==> src/rtl/poly_frommsg_masked_encode_pkg.sv <==
// Shared constants, tag layout and mod-q helpers for the masked message encoder.
package poly_frommsg_masked_encode_pkg;

  localparam int unsigned KYBER_N  = 256;
  localparam int unsigned KYBER_Q  = 3329;
  localparam int unsigned HALF_Q   = 1665;
  localparam int unsigned COEFF_SZ = 16;
  localparam int unsigned QBITS    = 12;
  localparam int unsigned RAND_SZ  = 32;
  localparam int unsigned IDX_W    = $clog2(KYBER_N);

  typedef logic [COEFF_SZ-1:0] coeff_t;

  localparam coeff_t Q_C    = coeff_t'(KYBER_Q);
  localparam coeff_t HALF_C = coeff_t'(HALF_Q);

  typedef struct packed {
    logic             done;
    logic [IDX_W-1:0] idx;
  } tag_t;

  localparam int unsigned TAG_W = $bits(tag_t);

  function automatic coeff_t cond_reduce(input coeff_t x);
    return (x >= Q_C) ? coeff_t'(x - Q_C) : x;
  endfunction

  function automatic coeff_t mod_add(input coeff_t a, input coeff_t b);
    logic [COEFF_SZ:0] s;
    s = {1'b0, a} + {1'b0, b};
    if (s >= {1'b0, Q_C}) s = s - {1'b0, Q_C};
    return s[COEFF_SZ-1:0];
  endfunction

  function automatic coeff_t mod_sub(input coeff_t a, input coeff_t b);
    return (a >= b) ? coeff_t'(a - b) : coeff_t'(a + Q_C - b);
  endfunction

endpackage

==> src/rtl/poly_frommsg_masked_encode_if.sv <==
// Byte-in / coefficient-out bus of the masked message encoder.
import poly_frommsg_masked_encode_pkg::*;

interface poly_frommsg_masked_encode_if;
  logic               in_valid;
  logic               in_ready;
  logic [7:0]         m1;
  logic [7:0]         m2;
  logic [RAND_SZ-1:0] PRNG_data;
  logic               out_valid;
  logic [IDX_W-1:0]   out_idx;
  logic [COEFF_SZ-1:0] y1;
  logic [COEFF_SZ-1:0] y2;
  logic               done;

  modport master (
    output in_valid, m1, m2, PRNG_data,
    input  in_ready, out_valid, out_idx, y1, y2, done
  );

  modport slave (
    input  in_valid, m1, m2, PRNG_data,
    output in_ready, out_valid, out_idx, y1, y2, done
  );
endinterface

==> src/rtl/poly_frommsg_masked_encode_masked_bit_b2a.sv <==
// Four-stage Boolean-to-arithmetic conversion of one masked bit into mod-q shares.
import poly_frommsg_masked_encode_pkg::*;

module masked_bit_b2a #(
  parameter int unsigned TAG_W_P = 9
) (
  input  logic               clk,
  input  logic               rst,
  input  logic               bit_valid,
  input  logic               b1,
  input  logic               b2,
  input  coeff_t             r0,
  input  coeff_t             r1,
  input  logic [TAG_W_P-1:0] tag_in,
  output logic [TAG_W_P-1:0] tag_out,
  output coeff_t             y1,
  output coeff_t             y2,
  output logic               valid
);

  logic v0_q, v0_d, b1_0_q, b1_0_d, b2_0_q, b2_0_d;
  coeff_t ra0_q, ra0_d, rb0_q, rb0_d;
  logic [TAG_W_P-1:0] tag0_q, tag0_d;

  logic v1_q, v1_d, b2_1_q, b2_1_d;
  coeff_t s1_1_q, s1_1_d, s2_1_q, s2_1_d, rb1_q, rb1_d;
  logic [TAG_W_P-1:0] tag1_q, tag1_d;

  logic v2_q, v2_d;
  coeff_t s1_2_q, s1_2_d, s2_2_q, s2_2_d, rb2_q, rb2_d;
  logic [TAG_W_P-1:0] tag2_q, tag2_d;

  logic v3_q, v3_d;
  coeff_t y1_3_q, y1_3_d, y2_3_q, y2_3_d;
  logic [TAG_W_P-1:0] tag3_q, tag3_d;

  logic unused_rand;
  assign unused_rand = ^{r0[COEFF_SZ-1:QBITS], r1[COEFF_SZ-1:QBITS]};

  // b1 enters at stage 1 and b2 at stage 2 so the two shares never meet in one expression.
  always_comb begin
    v0_d   = bit_valid;
    b1_0_d = b1;
    b2_0_d = b2;
    ra0_d  = cond_reduce(coeff_t'(r0[QBITS-1:0]));
    rb0_d  = cond_reduce(coeff_t'(r1[QBITS-1:0]));
    tag0_d = tag_in;

    v1_d   = v0_q;
    s1_1_d = mod_sub(b1_0_q ? HALF_C : '0, ra0_q);
    s2_1_d = ra0_q;
    b2_1_d = b2_0_q;
    rb1_d  = rb0_q;
    tag1_d = tag0_q;

    v2_d   = v1_q;
    s1_2_d = b2_1_q ? mod_sub(HALF_C, s1_1_q) : s1_1_q;
    s2_2_d = b2_1_q ? mod_sub('0, s2_1_q) : s2_1_q;
    rb2_d  = rb1_q;
    tag2_d = tag1_q;

    v3_d   = v2_q;
    y1_3_d = mod_add(s1_2_q, rb2_q);
    y2_3_d = mod_sub(s2_2_q, rb2_q);
    tag3_d = tag2_q;
  end

  always_ff @(posedge clk) begin
    if (rst) begin
      v0_q <= 1'b0; b1_0_q <= 1'b0; b2_0_q <= 1'b0;
      ra0_q <= '0; rb0_q <= '0; tag0_q <= '0;
      v1_q <= 1'b0; b2_1_q <= 1'b0;
      s1_1_q <= '0; s2_1_q <= '0; rb1_q <= '0; tag1_q <= '0;
      v2_q <= 1'b0;
      s1_2_q <= '0; s2_2_q <= '0; rb2_q <= '0; tag2_q <= '0;
      v3_q <= 1'b0;
      y1_3_q <= '0; y2_3_q <= '0; tag3_q <= '0;
    end else begin
      v0_q <= v0_d; b1_0_q <= b1_0_d; b2_0_q <= b2_0_d;
      ra0_q <= ra0_d; rb0_q <= rb0_d; tag0_q <= tag0_d;
      v1_q <= v1_d; b2_1_q <= b2_1_d;
      s1_1_q <= s1_1_d; s2_1_q <= s2_1_d; rb1_q <= rb1_d; tag1_q <= tag1_d;
      v2_q <= v2_d;
      s1_2_q <= s1_2_d; s2_2_q <= s2_2_d; rb2_q <= rb2_d; tag2_q <= tag2_d;
      v3_q <= v3_d;
      y1_3_q <= y1_3_d; y2_3_q <= y2_3_d; tag3_q <= tag3_d;
    end
  end

  assign valid   = v3_q;
  assign y1      = y1_3_q;
  assign y2      = y2_3_q;
  assign tag_out = tag3_q;

endmodule

==> src/rtl/poly_frommsg_masked_encode.sv <==
// Masked message encoder: serializes masked message bytes LSB-first into the B2A pipeline.
import poly_frommsg_masked_encode_pkg::*;

module poly_frommsg_masked_encode (
  input  logic                        clk,
  input  logic                        rst,
  poly_frommsg_masked_encode_if.slave bus
);

  logic             full_q, full_d;
  logic [2:0]       bit_cnt_q, bit_cnt_d;
  logic [7:0]       m1_q, m1_d, m2_q, m2_d;
  logic [IDX_W-1:0] coeff_cnt_q, coeff_cnt_d;

  logic   in_ready, accept, issue;
  tag_t   tag_in, tag_out;
  coeff_t y1, y2;
  logic   out_valid;

  // Ready again on the last bit so the next byte follows with no bubble.
  always_comb begin
    in_ready    = !rst && (!full_q || (bit_cnt_q == 3'd7));
    accept      = bus.in_valid && in_ready;
    issue       = full_q;
    full_d      = full_q;
    bit_cnt_d   = bit_cnt_q;
    m1_d        = m1_q;
    m2_d        = m2_q;
    coeff_cnt_d = coeff_cnt_q;
    if (issue) begin
      coeff_cnt_d = coeff_cnt_q + 1'b1;
      bit_cnt_d   = bit_cnt_q + 3'd1;
      if (bit_cnt_q == 3'd7) full_d = 1'b0;
    end
    if (accept) begin
      m1_d      = bus.m1;
      m2_d      = bus.m2;
      bit_cnt_d = '0;
      full_d    = 1'b1;
    end
    tag_in.idx  = coeff_cnt_q;
    tag_in.done = (coeff_cnt_q == IDX_W'(KYBER_N - 1));
  end

  always_ff @(posedge clk) begin
    if (rst) begin
      full_q      <= 1'b0;
      bit_cnt_q   <= '0;
      m1_q        <= '0;
      m2_q        <= '0;
      coeff_cnt_q <= '0;
    end else begin
      full_q      <= full_d;
      bit_cnt_q   <= bit_cnt_d;
      m1_q        <= m1_d;
      m2_q        <= m2_d;
      coeff_cnt_q <= coeff_cnt_d;
    end
  end

  masked_bit_b2a #(.TAG_W_P(TAG_W)) u_b2a (
    .clk       (clk),
    .rst       (rst),
    .bit_valid (issue),
    .b1        (m1_q[bit_cnt_q]),
    .b2        (m2_q[bit_cnt_q]),
    .r0        (bus.PRNG_data[RAND_SZ-1:COEFF_SZ]),
    .r1        (bus.PRNG_data[COEFF_SZ-1:0]),
    .tag_in    (tag_in),
    .tag_out   (tag_out),
    .y1        (y1),
    .y2        (y2),
    .valid     (out_valid)
  );

  assign bus.in_ready  = in_ready;
  assign bus.out_valid = out_valid;
  assign bus.out_idx   = tag_out.idx;
  assign bus.done      = tag_out.done;
  assign bus.y1        = y1;
  assign bus.y2        = y2;

endmodule

==> src/flat_wrapper.sv <==
// flat-port wrapper written by rule: the top's interface ports become plain ports
module poly_frommsg_masked_encode_flat 
  (clk, rst, bus_in_valid, bus_m1, bus_m2, bus_PRNG_data, bus_in_ready, bus_out_valid, bus_out_idx, bus_y1, bus_y2, bus_done);
  poly_frommsg_masked_encode_if bus_i ();
  input  logic clk;
  input  logic rst;
  input wire logic [$bits(bus_i.in_valid)-1:0] bus_in_valid;
  input wire logic [$bits(bus_i.m1)-1:0] bus_m1;
  input wire logic [$bits(bus_i.m2)-1:0] bus_m2;
  input wire logic [$bits(bus_i.PRNG_data)-1:0] bus_PRNG_data;
  output wire logic [$bits(bus_i.in_ready)-1:0] bus_in_ready;
  output wire logic [$bits(bus_i.out_valid)-1:0] bus_out_valid;
  output wire logic [$bits(bus_i.out_idx)-1:0] bus_out_idx;
  output wire logic [$bits(bus_i.y1)-1:0] bus_y1;
  output wire logic [$bits(bus_i.y2)-1:0] bus_y2;
  output wire logic [$bits(bus_i.done)-1:0] bus_done;
  assign bus_i.in_valid = bus_in_valid;
  assign bus_i.m1 = bus_m1;
  assign bus_i.m2 = bus_m2;
  assign bus_i.PRNG_data = bus_PRNG_data;
  assign bus_in_ready = bus_i.in_ready;
  assign bus_out_valid = bus_i.out_valid;
  assign bus_out_idx = bus_i.out_idx;
  assign bus_y1 = bus_i.y1;
  assign bus_y2 = bus_i.y2;
  assign bus_done = bus_i.done;
  poly_frommsg_masked_encode u_core (.clk(clk), .rst(rst), .bus(bus_i));
endmodule
==> config.mk <==
export PLATFORM = sky130hd
export DESIGN_NAME = poly_frommsg_masked_encode_flat
export DESIGN_NICKNAME = d
export VERILOG_FILES = /design/src/rtl/poly_frommsg_masked_encode_pkg.sv /design/src/rtl/poly_frommsg_masked_encode_if.sv /design/src/rtl/poly_frommsg_masked_encode_masked_bit_b2a.sv /design/src/rtl/poly_frommsg_masked_encode.sv /design/src/flat_wrapper.sv
export SDC_FILE = /design/constraint.sdc
export NUM_CORES = 1
export LEC_CHECK = 0
export CORE_MARGIN = 1.5
export CORE_UTILIZATION = 53
export DETAILED_ROUTE_END_ITERATION = 8
export GPL_ROUTABILITY_DRIVEN = 0
export PLACE_DENSITY = 0.76
export SYNTH_ARGS = -nofsm -noshare
export SYNTH_HDL_FRONTEND = slang
export SYNTH_SLANG_ARGS = --single-unit
==> constraint.sdc <==
create_clock -name clk -period 3 [get_ports clk]
set_clock_uncertainty 0.2 [all_clocks]
set_input_delay 0.3 -clock clk [delete_from_list [all_inputs] [get_ports clk]]
set_output_delay 0.3 -clock clk [all_outputs]
set_load 0.02 [all_outputs]
==> run summary, run 1 <==
After detailed routing, the number of vias per cell comes to 5.42. Setup violations remaining at the end of the flow were counted as 16. The number of different library cells used by synthesis comes to 79. A synthesized cell averages 8.67 um^2. In this run the cell area of the synthesized design comes to 0.0114 mm^2. Compared with the post-synthesis result, the final layout area differs by 28.9%. TritonCTS built the clock tree.

The synthesis-stage register bit count was 216; the fraction of the mapped netlist area in compound gates was 14.6%. For this run, global-route usage on met3 was measured as 3.45%. The count of yosys warnings during synthesis is 0. The number of enable flip-flop cells after synthesis was 0. For this run, global-route usage on met2 was measured as 39.5%. The total area inside the core boundary comes to 0.0211 mm^2. The final layout contains routed wiring with a total length of 25.8 mm.

The nature of the critical path startpoint is a flip-flop. Summing over every cut layer, the via total after detailed routing is 9733. The detailed router finished its first iteration with 460 violations.

Timing analysis after detailed placement gives a worst setup slack of -0.216 ns. Summed over all cells, the static leakage comes to 0.00604 uW. The logs give 104 for the largest net degree at the start of global routing and 4 for the first-pass iteration count of the detailed router. Max-capacitance violation count: 0. Share of the synthesized area in the top cell type: 37.8%. In the final routed layout, each cell accounts on average for 14.4 um. The synthesized-area fraction occupied by and/or/nand/nor cells is 21.6%, and the number of filler instances in the final layout is 1546.

The number of clock buffers added by TritonCTS is 23. In this run, the clock network consumes 36.2% of the power. The number of remaining DRC errors was 0. The kind of capture point of the worst setup path was a flip-flop. The run gives 22.4% as the total global routing track utilization.

The initialized floorplan defines 53 standard-cell rows. The initial antenna violation count is 0, and the xor and xnor area share after synthesis is 7.12%. By area the synthesized netlist is led by sky130_fd_sc_hd__dfxtp_1 38%, sky130_fd_sc_hd__ha_1 8.9%, sky130_fd_sc_hd__nor2b_1 4.6%.

The synthesized netlist devotes 11.5% of its cell area to adder and majority cells. The maximum resistive drop on vdd was 0.000417 V; the number of antenna diodes was 0. After the last flow step, the layout net total stands at 1650.

From bottom edge to top edge, the die measures 150 um. Detailed placement finished with a half-perimeter wire length of 18.6 mm. The boundary pin count came out at 94.

At the worst endpoint, the required time is 3.20 ns. Of the total power, the share spent switching nets is 28.6%. Data arrives at the worst endpoint at 3.39 ns. The number of nets in the synthesized netlist is 1467. No sink is reached through more buffers than the 3 on the longest clock path. In this run the worst path has a maximum fanout of 6. The flow ran to the end, but the final reports show violations.

For the part of the power in combinational logic, the log shows 26.5%. The logs give 6210 uW for the cell internal power dissipation and 216 for the number of clock sinks. Counting I/O delays and the setup requirement, the final critical path takes 3.19 ns. During placement, the flow inserted port buffers numbering 85. The critical path is of the reg2reg type.

The checks that failed: negative setup slack. The number of max-slew violations in the final report was 0. The share of the clock period used by the worst path after layout is 106%, and the switching component of the power is 2490 uW. Library cell occupying the most area in the post-synthesis netlist: sky130_fd_sc_hd__dfxtp_1.

After global routing the overflow that remains totals 0. The tools report the number of global-route vias before repair as 9134. By area, the combinational part of the netlist is dominated by simple AND/OR/NAND/NOR gates. The met1 demand-to-capacity share in global routing was 28.5%; the remaining antenna violation count was 0.

The first-pass GRT wire length was 42.1 mm. The tools report the maximum level of the CTS H-tree as 1. The worst pin sits at a relative slew slack of 33.0%. Sequential cells account for 37.3% of the total power. The post-route netlist has 17.7% of its cells at a drive strength greater than 1.

The type of the tightest min-delay check was in2reg. The transition time of the tightest slew-check pin is 1.00 ns, and the achievable frequency is 0.314 GHz. The synthesized instance count came out at 1320.

After global routing, the most crowded layer is met2. The width of the die works out to 150 um. In the synthesized netlist the async set-or-reset flop fraction comes to 0%. The mux contribution to synthesized area works out to 2.57%. Hold timing on the final database bottoms out at a slack of 0.103 ns. The cell with the most instances after synthesis is sky130_fd_sc_hd__dfxtp_1.

The clock reaches the later pin of the worst-skew pair after 0.52 ns. The prevailing post-synth register cell is sky130_fd_sc_hd__dfxtp_1. The power per cell area works out to 590 mW/mm^2. Setup repair after global routing could not meet its margin everywhere. By count the netlist is led by 216 x sky130_fd_sc_hd__dfxtp_1, 131 x sky130_fd_sc_hd__nor2_1, 102 x sky130_fd_sc_hd__nand2_1.

For this configuration, the core starts out at a cell density of 54.3%. The clock-pin transition on the worst setup and hold timing paths is 0.06 ns, and the number of hold-slack violations in the final timing report is 0. In this run the register-to-register setup slack is -0.19 ns. The floorplan step defined a die boundary enclosing 0.0225 mm^2.

The tools report the final critical-path setup slack as -0.188 ns. Root buffer selected by CTS: sky130_fd_sc_hd__clkbuf_16. The part of the Yosys area used for sequential elements is 37.8%.
[routing by layer]
metal / vias up / share of wire, %
li1: 4902 / -
met4: 0 / 2.0
met3: 41 / 5.2
met1: 4522 / 44
met2: 268 / 48
met5: - / 0
[path summary, 6_finish.rpt]
path / to / from / cells past startpoint
worst max-delay path: u_core.u_b2a.y1[11] / u_core.u_b2a.s1_2_q[4] / 10
worst min-delay path: u_core.m1_q[3] / bus_m1[3] / 3
worst max register to register: u_core.u_b2a.y1[11] / u_core.u_b2a.s1_2_q[4] / 10
worst min register to register: u_core.u_b2a.tag1_q[8] / u_core.u_b2a.tag0_q[8] / 1
[final cells by class]
class,instances,area (um^2),share of cell area [%]
clock buffers,32,669,4.54
multi-input cells,959,7020,47.6
inverters,94,355,2.41
repair buffers,209,1810,12.3
clock inverters,10,196,1.33
well taps,275,344,2.33
flip-flops and latches,216,4350,29.5
[worst max-delay path, cell delays in order, from the launching register on]
cell	delay [ns]
sky130_fd_sc_hd__dfxtp_2	0.32
sky130_fd_sc_hd__ha_4	0.25
sky130_fd_sc_hd__a2111oi_4	0.39
sky130_fd_sc_hd__o21ai_4	0.13
sky130_fd_sc_hd__a2111oi_4	0.39
sky130_fd_sc_hd__a311oi_2	0.09
sky130_fd_sc_hd__or3_4	0.41
sky130_fd_sc_hd__a221o_2	0.48
sky130_fd_sc_hd__buf_4	0.17
sky130_fd_sc_hd__nor3_4	0.15
sky130_fd_sc_hd__o22ai_1	0.10
[metrics by stage]
step                      instance area, um^2  std cells  setup TNS [ns]  total power [uW]  util, %
after global placement                  13300       1736           -1.49              5350     63.0
final                                   14700       1795           -1.82              8690     69.9
after CTS                               14400       1785          -0.702              8620     68.2
after detailed placement                13300       1736           -2.50              5400     63.0
after global routing                    14700       1795           -3.86              9110     69.9
after floorplan                         11500       1320         -0.0689              4620        -
[placed cells by master, fill, tap and decap left out, types with 40 or more instances in the layout]
| cell | synthesis | final |
|---|---|---|
| sky130_fd_sc_hd__a21oi_1 | 69 | 62 |
| sky130_fd_sc_hd__nand3_1 | 44 | 43 |
| sky130_fd_sc_hd__inv_1 | 94 | 88 |
| sky130_fd_sc_hd__nor2_1 | 131 | 131 |
| sky130_fd_sc_hd__ha_1 | 81 | 72 |
| sky130_fd_sc_hd__nand2_1 | 102 | 102 |
| sky130_fd_sc_hd__xnor2_1 | 53 | 53 |
| sky130_fd_sc_hd__nor2b_1 | 85 | 83 |
| sky130_fd_sc_hd__buf_4 | 2 | 118 |
| sky130_fd_sc_hd__dfxtp_1 | 216 | 205 |
| sky130_fd_sc_hd__clkdlybuf4s50_1 | 0 | 84 |
| sky130_fd_sc_hd__nor3_1 | 42 | 40 |
[what timing repair did]
item | 4_1_cts | 5_1_grt
hold endpoints to repair | 4 | 0
buffers inserted | 6 | 11
pin swaps | 8 | 44
endpoints found under the setup margin | 25 | 40
gates resized for setup | 37 | 66
hold buffers | 1 | 0
[state kept, by name (all words and copies together) (netlist names), 16 cells and up]
name / count
u_core.u_b2a.y2: 16
u_core.u_b2a.s1_2_q: 16
u_core.u_b2a.y1: 16
u_core.u_b2a.s1_1_q: 16
u_core.u_b2a.s2_2_q: 16
[power by group through the flow]
stage | Clock (uW) | Combinational (uW) | Sequential [uW]
6_report | 3150 | 2310 | 3240
5_1_grt | 3320 | 2520 | 3260
4_1_cts | 3200 | 2190 | 3240
3_5_place_dp | 0 | 2100 | 3300
3_3_place_gp | 0 | 2060 | 3290
2_1_floorplan | 0 | 1230 | 3390
[cell families after synthesis]
group                    count (synthesis)
AO/OA/AOI/OAI                          250
adder cells (fa/ha/maj)                 96
AND/OR/NAND/NOR                        496
flip-flops                             216
XOR/XNOR                                93
multiplexers                            24
buffers and inverters                  145
No activity file was read; power rests on OpenSTA's default activity.
==> run 2: changes to the inputs <==
Settings changed: CORE_MARGIN 1.5 to 4, CORE_UTILIZATION 53 to 59, PLACE_DENSITY 0.76 to 0.8, SLEW_MARGIN set to 20.
Clock period 3 ns to 3.3 ns, I/O delays scaled along.
==> run 2 against run 1 <==
The flow now finishes without violations; non-clock buffer count shrank 73; sequential power shrank 9.0%; cell area shrank 6.2%; sequential share of layout area grew 1.9 points; critical endpoint is now u_core.u_b2a.y1[15].
==> run summary, run 2 (synthesis gave the netlist of run 1 again) <==
The flow ran to the end, and the final reports show no timing, DRC or antenna violations. CP cell instances: ha_4 > a2111oi_4 > o21ai_4 > a2111oi_4 > a311oi_2 > or3_4 > a221o_2 > buf_6 > a31o_1 > a21oi_1 (was ha_4 > a2111oi_4 > o21ai_4 > a2111oi_4 > a311oi_2 > or3_4 > a221o_2 > buf_4 > nor3_4 > o22ai_1). For the share of the core filled with cells, the log shows 73.2% (was 69.9%). The later-pin clock latency in the skew report came out at 0.52 ns (about the same).

The height of the chip is 147 um (was 150 um), and the remaining global-route overflow is 0 (unchanged). The type of the tightest min-delay check was in2reg (unchanged). The number of buffers created by CTS is 23 (unchanged). The tools report the number of antenna diodes as 0 (unchanged). Number of clock sinks: 216 (unchanged). The tools report the number of violations reported at the end of detailed-routing iteration 0 as 507 (was 460).

The via density per instance came out at 5.56 (was 5.42). The run gives 22.8% (was 22.4%) as the total global routing track utilization. The kind of capture point of the worst setup path is a flip-flop (unchanged).

The origin of the critical flop-to-flop path is u_core.u_b2a.s1_2_q[4] (unchanged). The tools report the number of remaining DRC errors as 0 (unchanged). The peak fanout along the critical path is 8 (was 6), and the number of nets in the final layout is 1577 (was 1650).

The run gives 0.0217 mm^2 (was 0.0225 mm^2) as the die footprint. The most common cell type on the critical path is sky130_fd_sc_hd__a2111oi_4 (unchanged). TritonCTS built the clock tree.

The internal reg-to-reg setup slack was 0.08 ns (was -0.19 ns); the total power was 7630 uW (was 8690 uW). The tools report the first-pass iteration count of the detailed router as 6 (was 4). Terminating pin of the worst hold path: u_core.m2_q[5] (was u_core.m1_q[3]).

The share of cells above drive strength 1 was 10.5% (was 17.7%). Cell with the largest stage delay on the worst path: sky130_fd_sc_hd__a221o_2 (unchanged). The nature of the critical path startpoint is a flip-flop (unchanged). Remaining antenna violation count: 0 (unchanged). The root buffer selected by CTS was sky130_fd_sc_hd__clkbuf_16 (unchanged).

The number of hold-slack violations in the final timing report was 0 (unchanged). The run gives 3.47 ns (was 3.39 ns) as the arrival time reported for the critical path endpoint. Max-capacitance violation count: 0 (unchanged). The most frequent standard cell in the layout excluding fill and tap cells is sky130_fd_sc_hd__dfxtp_1 (unchanged). The via count was 9493 (was 9733); the area growth from synthesis to final layout was 20.9% (was 28.9%). The achievable frequency came out at 0.310 GHz (was 0.314 GHz). The routed wirelength normalized by instance count was 15.0 um (was 14.4 um). Terminus of the critical flop-to-flop path: u_core.u_b2a.y1[15] (was u_core.u_b2a.y1[11]). The maximum root-to-sink buffer count was 3 (unchanged). The boundary pin count came out at 94 (unchanged). The width of the die works out to 147 um (was 150 um).

Worst relative slew slack: 58.4% (was 33.0%). The worst reg-to-reg path cell count is 10 (unchanged), and the worst hold path stage count is 3 (unchanged). The delay contributed by the slowest stage of the critical path came out at 0.47 ns (was 0.48 ns).

The number of max-slew violations in the final report is 0 (unchanged), and the number of global-route vias before repair is 9179 (was 9134). The sum of negative setup slack was 0 ns (was -1.82 ns); the initial antenna violation count was 0 (unchanged). For the total setup violations reported at the end of the flow, the log shows 0 (was 16). The post-layout minimum cycle time was 3.22 ns (was 3.19 ns); the core area was 0.0189 mm^2 (was 0.0211 mm^2). The power per cell area is 551 mW/mm^2 (was 590 mW/mm^2).

Worst hold path startpoint: bus_m2[5] (was bus_m1[3]). The maximum resistive drop on vdd was 0.000509 V (was 0.000417 V). The run gives 18.1 mm (was 18.6 mm) as the post-DP HPWL.

The first-pass GRT wire length is 42.2 mm (was 42.1 mm), and the transition time of the tightest slew-check pin is 0.616 ns (was 1.00 ns). The run gives 25.5 mm (was 25.8 mm) as the detailed-route wire length. The run gives 50 (was 53) as the cell row count. The type of the worst setup path is reg2reg (unchanged). The effective utilization at floorplan is 60.6% (was 54.3%), and the data required time of the worst path is 3.55 ns (was 3.20 ns). Share of the clock period used by the worst path after layout: 97.7% (was 106%). Most used cells in the layout excluding fill and tap cells: 209 x sky130_fd_sc_hd__dfxtp_1, 131 x sky130_fd_sc_hd__nor2_1, 102 x sky130_fd_sc_hd__nand2_1 (was 205 x sky130_fd_sc_hd__dfxtp_1, 131 x sky130_fd_sc_hd__nor2_1, 118 x sky130_fd_sc_hd__buf_4). The run gives 153 (was 104) as the largest net degree at the start of global routing. Setup repair after global routing could not meet its margin everywhere. The count of buffers from port buffering is 85 (unchanged). The leakage power figure was 0.00559 uW (was 0.00604 uW); the clock-pin transition on the worst setup and hold timing paths was 0.06 ns (about the same). The run gives 1 (unchanged) as the maximum level of the CTS H-tree.
[run 2: changes by cell type in the layout (fill, tap and decap cells not counted), moves of 5 or more]
| cell | delta |
|---|---|
| sky130_fd_sc_hd__o21ai_1 | +6 |
| sky130_fd_sc_hd__buf_4 | -73 |
| sky130_fd_sc_hd__a21oi_1 | +5 |
| sky130_fd_sc_hd__ha_4 | -6 |
| sky130_fd_sc_hd__o21ai_2 | -8 |
| sky130_fd_sc_hd__inv_1 | +5 |
| sky130_fd_sc_hd__clkbuf_8 | -6 |
[run 2: worst max-delay path, delay by kind of cell, from the launching register on]
family / cells / cell delay, ns
simple gates: 1 / 0.37
flops: 1 / 0.33
buf+inv: 1 / 0.16
fa+ha+maj: 1 / 0.25
compound gates: 7 / 1.84
[run 2: final cells by class]
| class | instances | area (um^2) |
|---|---|---|
| Clock buffer | 23 | 576 |
| Clock inverter | 19 | 258 |
| Fill cell | 1403 | 5060 |
| Inverter | 94 | 353 |
| Multi-Input combinational cell | 959 | 6700 |
| Sequential cell | 216 | 4340 |
| Tap cell | 260 | 325 |
| Timing Repair Buffer | 136 | 1280 |
[run 2: what timing repair did]
item / in CTS / in global routing
resized for setup: 2 / 38
setup buffers: 0 / 5
hold buffers: 1 / 0
pin swaps: 0 / 14
setup endpoints to repair: 3 / 29
hold endpoints to repair: 23 / 0
[run 2: worst max-delay path by stage]
stage,startpoint,endpoint,slack (ns)
global placement,u_core.u_b2a.rb2_q[0],u_core.u_b2a.y1[5],0.03
global route,u_core.u_b2a.s2_2_q[1],u_core.u_b2a.y2[15],-0.04
floorplan,u_core.u_b2a.rb2_q[0],u_core.u_b2a.y1[14],0.11
finish,u_core.u_b2a.s1_2_q[4],u_core.u_b2a.y1[15],0.08
detailed placement,u_core.u_b2a.s2_2_q[1],u_core.u_b2a.y2[15],-0.05
CTS,u_core.u_b2a.s2_2_q[1],u_core.u_b2a.y2[15],-0.003
[run 2: routing by layer]
| metal | up-vias | track usage, % | part of all wire (%) |
|---|---|---|---|
| li1 | 4755 | - | - |
| met1 | 4436 | 27.7 | 43 |
| met2 | 260 | 42.0 | 50 |
| met3 | 42 | 3.92 | 5.6 |
| met4 | 0 | 5.22 | 2.0 |
| met5 | - | 0 | 0 |
[run 2: power by group]
group          switching [uW]  total, uW  internal, uW  leakage, uW
clock                    1100       2790          1690     0.000405
sequential                130       2950          2820      0.00177
combinational            1010       1890           876      0.00341
[run 2: per-stage QoR]
| stage | setup slack, ns | instance area (um^2) | hold WS (ns) | std cells |
|---|---|---|---|---|
| 2_1_floorplan | 0.111 | 11400 | 0.214 | 1320 |
| 3_3_place_gp | 0.0328 | 12800 | 0.218 | 1659 |
| 3_5_place_dp | -0.0536 | 12800 | 0.220 | 1659 |
| 4_1_cts | -0.00261 | 13600 | 0.121 | 1702 |
| 5_1_grt | -0.0373 | 13800 | 0.129 | 1707 |
| 6_report | 0.0756 | 13800 | 0.142 | 1707 |
==> run 3: changes to the inputs <==
Settings changed: CORE_UTILIZATION 59 to 60, PLACE_DENSITY 0.8 to 0.81.
Clock period 3.3 ns to 4 ns, I/O delays scaled along.
==> run 3 against run 2 <==
Combinational power decreased by 25%; via count fell by 3.0%; sequential share of layout area rose by 1.3 points; sequential power shrank 18%; global-route usage decreased by 0.81 points; non-clock buffer count is 42 lower.
==> run summary, run 3 (synthesis gave the netlist of run 1 again) <==
The logs give 0 (unchanged) for the max-capacitance violation count and 1720 uW (was 2240 uW) for the switching component of the power. The first-pass iteration count of the detailed router was 5 (was 6); the total setup violations reported at the end of the flow was 0 (unchanged). The width of the die works out to 146 um (was 147 um). Via density per instance: 5.62 (was 5.56). The maximum root-to-sink buffer count is 3 (unchanged), and the total of hold buffers inserted after clock tree synthesis is 0 (was 1).

The number of hold-slack violations in the final timing report was 0 (unchanged); the routed wirelength normalized by instance count was 14.7 um (was 15.0 um). The area growth from synthesis to final layout is 15.8% (was 20.9%), and the number of nets in the final layout is 1535 (was 1577). The count of buffers from port buffering came out at 85 (unchanged). TritonCTS built the clock tree. For the number of antenna diodes, the log shows 0 (unchanged).

Boundary pin count: 94 (unchanged). The number of violations reported at the end of detailed-routing iteration 0 came out at 550 (was 507). The kind of capture point of the worst setup path was a flip-flop (unchanged).

The share of cells above drive strength 1 is 5.41% (was 10.5%). The number of buffers created by CTS was 23 (unchanged); the effective utilization at floorplan was 61.2% (was 60.6%). The number of remaining DRC errors was 0 (unchanged). The peak fanout along the critical path works out to 14 (was 8). The core area is 0.0187 mm^2 (was 0.0189 mm^2), and the first-pass GRT wire length is 40.6 mm (was 42.2 mm). Number of buffers inserted to repair setup after CTS: 0 (unchanged). The maximum resistive drop on vdd was 0.000359 V (was 0.000509 V); the clock-pin transition on the worst setup and hold timing paths was 0.06 ns (about the same). The remaining antenna violation count is 0 (unchanged). The number of max-slew violations in the final report is 0 (unchanged). The run gives 1 (unchanged) as the maximum level of the CTS H-tree. The largest net degree at the start of global routing was 72 (was 153); the initial antenna violation count was 0 (unchanged). The most frequent standard cell in the layout excluding fill and tap cells is sky130_fd_sc_hd__dfxtp_1 (unchanged).

The run gives 50 (unchanged) as the cell row count. The data required time of the worst path is 4.20 ns (was 3.55 ns). The logs give 21.9% (was 22.8%) for the total global routing track utilization and 0.106 ns (was 0.142 ns) for the worst-case hold slack. The type of the tightest min-delay check is in2reg (unchanged).

The transition time of the tightest slew-check pin works out to 0.805 ns (was 0.616 ns). For the die footprint, the log shows 0.0213 mm^2 (was 0.0217 mm^2). Power per cell area: 458 mW/mm^2 (was 551 mW/mm^2). The via count is 9212 (was 9493), and the arrival time reported for the critical path endpoint is 3.88 ns (was 3.47 ns). The tools report the sum of negative setup slack as 0 ns (unchanged).

The run gives 0 (was 2) as the number of instances resized during post-cts repair. The final instance area came out at 0.0133 mm^2 (was 0.0138 mm^2). The run finished with clean final reports.

Setup repair after global routing left no endpoint under its margin. The post-DP HPWL is 17.6 mm (was 18.1 mm). The run gives 24.0 mm (was 25.5 mm) as the detailed-route wire length.

The run gives 6070 uW (was 7630 uW) as the total power. The run gives 216 (unchanged) as the number of clock sinks. The height of the chip works out to 146 um (was 147 um). Most used cells in the layout excluding fill and tap cells: 216 x sky130_fd_sc_hd__dfxtp_1, 131 x sky130_fd_sc_hd__nor2_1, 102 x sky130_fd_sc_hd__nand2_1 (was 209 x sky130_fd_sc_hd__dfxtp_1, 131 x sky130_fd_sc_hd__nor2_1, 102 x sky130_fd_sc_hd__nand2_1).

The leakage power figure came out at 0.00536 uW (was 0.00559 uW). The cell internal power dissipation came out at 4340 uW (was 5390 uW). The run gives 46.0% (was 58.4%) as the worst relative slew slack. Share of the core filled with cells: 70.8% (was 73.2%). The run gives 36.7% (was 36.6%) as the part of the power in the clock network. The nature of the critical path startpoint was a flip-flop (unchanged). The number of global-route vias before repair is 8700 (was 9179), and the switching power as a share of total power is 28.4% (was 29.3%).

The register share of total power was 40.1% (was 38.7%); the remaining global-route overflow was 0 (unchanged). For the part of the power in combinational logic, the log shows 23.2% (was 24.7%). Type of the worst setup path: reg2reg (unchanged). The achievable frequency came out at 0.272 GHz (was 0.310 GHz).

Root buffer selected by CTS: sky130_fd_sc_hd__clkbuf_16 (unchanged). The share of the clock period used by the worst path after layout is 92.0% (was 97.7%). The standard cell area after detailed placement came out at 0.0124 mm^2 (was 0.0128 mm^2). The run gives 0.51 ns (was 0.52 ns) as the later-pin clock latency in the skew report. The post-layout minimum cycle time works out to 3.68 ns (was 3.22 ns).
==> run 3: cell types whose count changed in the layout (fill, tap and decap cells not counted), sizes merged, moves of 2 or more <==
cell / before / now
inv: 97 / 95
clkinvlp: 3 / 1
buf: 51 / 10
clkinv: 8 / 3
clkbuf: 23 / 32
==> run 3: final cells by class <==
class | instances | area [um^2]
clock inverter | 9 | 155
timing repair buffer | 94 | 920
sequential | 216 | 4320
multi-input combinational | 959 | 6560
clock buffer | 32 | 649
tap | 234 | 293
inverter | 94 | 353
fill | 1430 | 5450
==> run 3: power groups by stage <==
stage                     clock network (uW)  logic (uW)  registers (uW)
final                                   2220        1410            2430
after global placement                     0        1370            2480
after detailed placement                   0        1390            2480
after CTS                               2270        1400            2430
after global routing                    2360        1550            2460
after floorplan                            0         913            2540
==> run 3: worst max-delay path: stages (launching register included) <==
cell and delay [ns]:
sky130_fd_sc_hd__dfxtp_1 0.35, sky130_fd_sc_hd__ha_1 0.43, sky130_fd_sc_hd__a2111oi_4 0.41, sky130_fd_sc_hd__o21ai_1 0.23
sky130_fd_sc_hd__a2111o_1 0.44, sky130_fd_sc_hd__o211ai_1 0.17, sky130_fd_sc_hd__and2_1 0.29, sky130_fd_sc_hd__a221o_1 0.56
sky130_fd_sc_hd__nor3_2 0.13, sky130_fd_sc_hd__a221o_1 0.36
==> run 3: final timing paths <==
check	slack, ns	cells past startpoint	startpoint	to
max	0.32	9	u_core.u_b2a.rb2_q[4]	u_core.u_b2a.y1[5]
min	0.11	2	rst	u_core.coeff_cnt_q[0]
max reg2reg	0.32	9	u_core.u_b2a.rb2_q[4]	u_core.u_b2a.y1[5]
min reg2reg	0.24	1	u_core.u_b2a.rb0_q[11]	u_core.u_b2a.rb1_q[11]
==> run 3: metrics by stage <==
stage | worst slack (ns) | cells
final | 0.318 | 1638
after CTS | 0.357 | 1638
after global placement | 0.404 | 1597
after detailed placement | 0.396 | 1597
after global routing | 0.0397 | 1638
after floorplan | 0.811 | 1320
==> run 3: per-layer routing <==
layer / GRT usage, % / share of wire (%)
met1: 27.5 / 43
met2: 39.4 / 49
met3: 4.10 / 6.0
met4: 4.89 / 1.5
met5: 0 / 0
